`src/rtl/duty_cycle_monitor.sv`:
```
// Measures high time and period of a clk-synchronous waveform between consecutive rising edges.
// Results, meas_valid and overflow_err are registered one clk after the sampled completing edge.
module duty_cycle_monitor #(
  parameter int CNT_W      = 8,
  parameter int EXP_HIGH   = 6,
  parameter int EXP_PERIOD = 10
) (
  input  logic             clk,
  input  logic             reset_n,
  input  logic             en,
  input  logic             sig_in,
  output logic [CNT_W-1:0] high_cnt,
  output logic [CNT_W-1:0] period_cnt,
  output logic             meas_valid,
  output logic             duty_ok,
  output logic             overflow_err
);

  typedef enum logic [1:0] {IDLE, HIGH, LOW} state_t;

  localparam logic [CNT_W-1:0] ACC_MAX    = '1;
  localparam logic [CNT_W-1:0] ACC_ONE    = CNT_W'(1);
  localparam logic [CNT_W-1:0] EXP_HIGH_C = CNT_W'(EXP_HIGH);
  localparam logic [CNT_W-1:0] EXP_PER_C  = CNT_W'(EXP_PERIOD);

  state_t           state_q, state_d;
  logic             sig_q;
  logic [CNT_W-1:0] high_acc_q, high_acc_d;
  logic [CNT_W-1:0] period_acc_q, period_acc_d;
  logic [CNT_W-1:0] high_cnt_q, high_cnt_d;
  logic [CNT_W-1:0] period_cnt_q, period_cnt_d;
  logic             duty_ok_q, duty_ok_d;
  logic             meas_valid_q, meas_valid_d;
  logic             ovf_q, ovf_d;
  logic             rise;

  assign rise = sig_in & ~sig_q;

  always_comb begin
    state_d      = state_q;
    high_acc_d   = high_acc_q;
    period_acc_d = period_acc_q;
    high_cnt_d   = high_cnt_q;
    period_cnt_d = period_cnt_q;
    duty_ok_d    = duty_ok_q;
    meas_valid_d = 1'b0;
    ovf_d        = 1'b0;

    if (!en) begin
      state_d      = IDLE;
      high_acc_d   = '0;
      period_acc_d = '0;
    end else begin
      case (state_q)
        IDLE: begin
          high_acc_d   = '0;
          period_acc_d = '0;
          if (rise) begin
            state_d      = HIGH;
            high_acc_d   = ACC_ONE;
            period_acc_d = ACC_ONE;
          end
        end
        HIGH: begin
          // sig_q is always 1 here, so sig_in=0 is exactly the falling edge
          if (period_acc_q == ACC_MAX) begin
            state_d      = IDLE;
            high_acc_d   = '0;
            period_acc_d = '0;
            ovf_d        = 1'b1;
          end else if (sig_in) begin
            high_acc_d   = high_acc_q + ACC_ONE;
            period_acc_d = period_acc_q + ACC_ONE;
          end else begin
            period_acc_d = period_acc_q + ACC_ONE;
            state_d      = LOW;
          end
        end
        LOW: begin
          // completion is checked first so a full-length period is still reported
          if (rise) begin
            high_cnt_d   = high_acc_q;
            period_cnt_d = period_acc_q;
            duty_ok_d    = (high_acc_q == EXP_HIGH_C) && (period_acc_q == EXP_PER_C);
            meas_valid_d = 1'b1;
            high_acc_d   = ACC_ONE;
            period_acc_d = ACC_ONE;
            state_d      = HIGH;
          end else if (period_acc_q == ACC_MAX) begin
            state_d      = IDLE;
            high_acc_d   = '0;
            period_acc_d = '0;
            ovf_d        = 1'b1;
          end else begin
            period_acc_d = period_acc_q + ACC_ONE;
          end
        end
        default: begin
          state_d      = IDLE;
          high_acc_d   = '0;
          period_acc_d = '0;
        end
      endcase
    end
  end

  // sig_q resets high so a level already high at release is not a rising edge
  always_ff @(posedge clk or negedge reset_n) begin
    if (!reset_n) begin
      state_q      <= IDLE;
      sig_q        <= 1'b1;
      high_acc_q   <= '0;
      period_acc_q <= '0;
      high_cnt_q   <= '0;
      period_cnt_q <= '0;
      duty_ok_q    <= 1'b0;
      meas_valid_q <= 1'b0;
      ovf_q        <= 1'b0;
    end else begin
      state_q      <= state_d;
      sig_q        <= sig_in;
      high_acc_q   <= high_acc_d;
      period_acc_q <= period_acc_d;
      high_cnt_q   <= high_cnt_d;
      period_cnt_q <= period_cnt_d;
      duty_ok_q    <= duty_ok_d;
      meas_valid_q <= meas_valid_d;
      ovf_q        <= ovf_d;
    end
  end

  assign high_cnt     = high_cnt_q;
  assign period_cnt   = period_cnt_q;
  assign duty_ok      = duty_ok_q;
  assign meas_valid   = meas_valid_q;
  assign overflow_err = ovf_q;

endmodule

```
`config.mk`:
```
export PLATFORM = sky130hd
export DESIGN_NAME = duty_cycle_monitor
export DESIGN_NICKNAME = d
export VERILOG_FILES = /design/src/rtl/duty_cycle_monitor.sv
export SDC_FILE = /design/constraint.sdc
export NUM_CORES = 1
export LEC_CHECK = 0
export ABC_AREA = 1
export BUFFER_PORTS_ARGS = -buffer_cell sky130_fd_sc_hd__buf_2
export CAP_MARGIN = 20
export CORE_MARGIN = 3
export CORE_UTILIZATION = 55
export DETAILED_ROUTE_END_ITERATION = 10
export PLACE_DENSITY_LB_ADDON = 0.08
export SLEW_MARGIN = 20
export SYNTH_ARGS = -nofsm -noshare
export SYNTH_HDL_FRONTEND = slang
export SYNTH_SLANG_ARGS = --single-unit
```
`constraint.sdc`:
```
create_clock -name clk -period 4.8 [get_ports clk]
set_clock_uncertainty 0.15 [all_clocks]
set_input_delay 0.96 -clock clk [delete_from_list [all_inputs] [get_ports clk]]
set_output_delay 0.96 -clock clk [all_outputs]
set_load 0.01 [all_outputs]
```
==> impl_metrics.tcl <==
set metrics [dict create \
    status "finished, final reports clean" \
    vias_per_cell 5.17 \
    finalSetupTns_ns 0 \
    initial_core_util_pct 60.2 \
    cts_buffers 5 \
    reg2reg_from "sig_q$_DFF_PN1_" \
    cts_max_level 2 \
    drv_slew 0 \
    clockBufferDepth 2 \
    worst_path_most_repeated_cell "nand2_1" \
    synth.cell_area_um2 1930 \
    yosys_warnings 0 \
    tightest_slew_ns 0.799 \
    required_ns 4.90 \
    setup_viol 0 \
    finalCriticalPeriod_ns 2.12 \
    ys_seq_area_share_pct 49.4 \
    root_buffer "clkbuf_4" \
    fp.dieW_um 65.2 \
    clock_latency_ns 0.35 \
    syn_avg_cell_area_um2 8.60 \
    final-hold-violation-count 0 \
    finalNonFillerCells 294 \
    antennaDiodeCount 0 \
    area_growth_syn_to_layout_pct 11.4 \
    vias 1521 \
    globalRoute.totalOverflow 0 \
    slew_headroom_pct 46.7 \
    cts_resized 0 \
    crit_family "buffers and inverters" \
    cap_viol_max_count 0 \
    p_per_area_nw_per_um2 358 \
    drive_gt1_share_pct 19.2 \
    cts_setup_buffers 0 \
    drtPass1Iterations 4 \
    clkSinkCount 38 \
    synth.distinct_cells 26 \
    place.gp.congestion 0.825 \
    min_from "period_cnt[1]$_DFFE_PN0P_" \
    place_inst 286 \
    netlist_instances 224 \
    cts.hold.buffers_added 0 \
    track_usage_pct 21.3 \
    nets 261 \
    clock.fmax_mhz 472 \
    num_io_pins 23 \
    vdd_drop_max_v 0.000252 \
    ant_nets 0 \
    core.rowCount 20 \
    hold_class "reg2reg" \
    io_buffers 22 \
    crit_buf_inv 3 \
    max_stage_delay_ns 0.52 \
    antenna_found_initial 0 \
    core_area_um2 3200 \
    syn-num-nets 236 \
    postRouteWirelength_um 3850 \
    critPathLaunch "sig_in" \
    cp_slowest_cell "inv_1" \
    p_leak_nw 1.08 \
    synth_top_area_share_pct 48.1 \
    worstSetupPathType "in2reg" \
    synth_area_leaders "dfrtp_1 (48%), nand2_1 (9.5%), ha_1 (5.2%)" \
    clk_pin_slew_ns 0.11 \
    drc 0 \
    grt_pass1_wl_um 6800 \
    wl_per_cell_um 13.1 \
    die-area_um2 4250 \
    path_cells "buf_2 > nand2_1 > inv_1 > nand2_1 > nor2_4 > inv_1 > nand2_1 > o21ai_0" \
    arrival_ns 2.22 \
    first_global_vias 1430 \
    period_share_pct 44.1 \
    setup.worst_path.end_class "register" \
    crit_fanout 30 \
    synth-seq-cells 38 \
    post-dp-hpwl_um 2880 \
    grt_max_degree 39 \
    drtIter0Drc 138 \
    synth_area_leader_cell "dfrtp_1" \
    die_h_um 65.2 \
    start_kind "primary input" \
    final.fill_count 285 \
    rsz0062_at_grt "no" \
    cts_tree "built" \
]
==> metrics by stage <==
stage	setup slack, ns	power [W]	area (µm²)	util, %	hold WS, ns
3_5_place_dp	2.31	0.000561	2070	64.6	0.310
3_3_place_gp	2.41	0.000560	2070	64.6	0.303
6_report	2.68	0.000769	2150	67.0	0.339
5_1_grt	2.49	0.000824	2150	67.0	0.355
2_1_floorplan	2.81	0.000509	1930	-	0.343
4_1_cts	2.66	0.000771	2150	67.0	0.338
==> sequential cells by signal (all words and copies together) (netlist names) <==
register,count
period_acc_q,8
overflow_err,1
high_cnt,8
high_acc_q,8
duty_ok,1
meas_valid,1
sig_q,1
state_q,2
period_cnt,8
==> cells in the final DEF, fill, tap and decap left out, types with 3 or more instances in the layout <==
cell type,synthesis,routed
ha_1,8,8
nor3_1,7,7
o21ai_1,5,5
clkbuf_4,0,5
nand2_2,5,5
inv_1,26,26
nand2_1,49,49
o21ai_0,18,18
dfrtp_1,37,37
nor2_1,17,17
nand4_1,8,8
xor2_1,3,3
buf_2,3,22
inv_2,3,3
nand3_1,16,16
a21oi_1,4,4
==> power by group <==
| part | switching [W] | total [W] | internal, W | leakage, nW |
|---|---|---|---|---|
| combinational | 0.000124 | 0.000185 | 0.0000614 | 0.509 |
| sequential | 0.0000218 | 0.000369 | 0.000347 | 0.523 |
| clock | 0.000107 | 0.000215 | 0.000108 | 0.0450 |
| total | 0.000252 | 0.000769 | 0.000516 | 1.08 |
==> metal layers <==
layer,vias up,part of all wire (%),global-route usage [%]
li1,770,-,-
met3,8,6.7,6.32
met5,-,0,0
met1,697,46,29.2
met4,0,2.1,8.29
met2,46,45,31.9
==> kinds of logic after synthesis <==
family                     after synthesis  share of synthesized area, %
and+or+nand+nor                        113                          29.0
buffers and inverters                   34                          7.66
AOI/OAI and AO/OA                       28                          7.34
DFF                                     38                          49.4
adders and majority gates                8                          5.20
xor gates and xnor gates                 3                          1.36
==> Yosys cell counts (all sizes together) <==
| cell | count |
|---|---|
| nand3 | 17 |
| a21oi | 4 |
| inv | 29 |
| nor4 | 2 |
| o21ai | 23 |
| nand2 | 57 |
| nand4 | 8 |
| nor3b | 1 |
| dfstp | 1 |
| ha | 8 |
| nor3 | 7 |
| xor2 | 3 |
| nor2 | 21 |
| clkinv | 1 |
| buf | 4 |
| a31oi | 1 |
| dfrtp | 37 |
==> tightest hold or removal path, cell delays in order (launching register included) <==
cell	delay (ns)
dfrtp_1	0.36
nand2_1	0.06
nand2_1	0.05
==> cell type report <==
type | instances | area, µm² | share of cell area (%)
Sequential cell | 38 | 952 | 44.3
Multi-Input combinational cell | 152 | 827 | 38.5
Inverter | 30 | 125 | 5.83
Timing Repair Buffer | 22 | 110 | 5.13
Tap cell | 44 | 55.1 | 2.56
Clock inverter | 3 | 40.0 | 1.86
Clock buffer | 5 | 37.5 | 1.75
==> final timing paths <==
kind / end / slack [ns] / cells past startpoint
worst max-delay path: period_cnt[4]$_DFFE_PN0P_ / 2.68 / 8
worst max register to register: period_cnt[4]$_DFFE_PN0P_ / 2.88 / 8
worst min-delay path: period_cnt[1]$_DFFE_PN0P_ / 0.34 / 2
worst min register to register: period_cnt[1]$_DFFE_PN0P_ / 0.34 / 2
min in group asynchronous: high_acc_q[1]$_DFFE_PN0P_ / 0.54 / 1
max in group asynchronous: period_acc_q[2]$_DFF_PN0_ / 3.46 / 1
No activity file was read; power rests on OpenSTA's default activity.
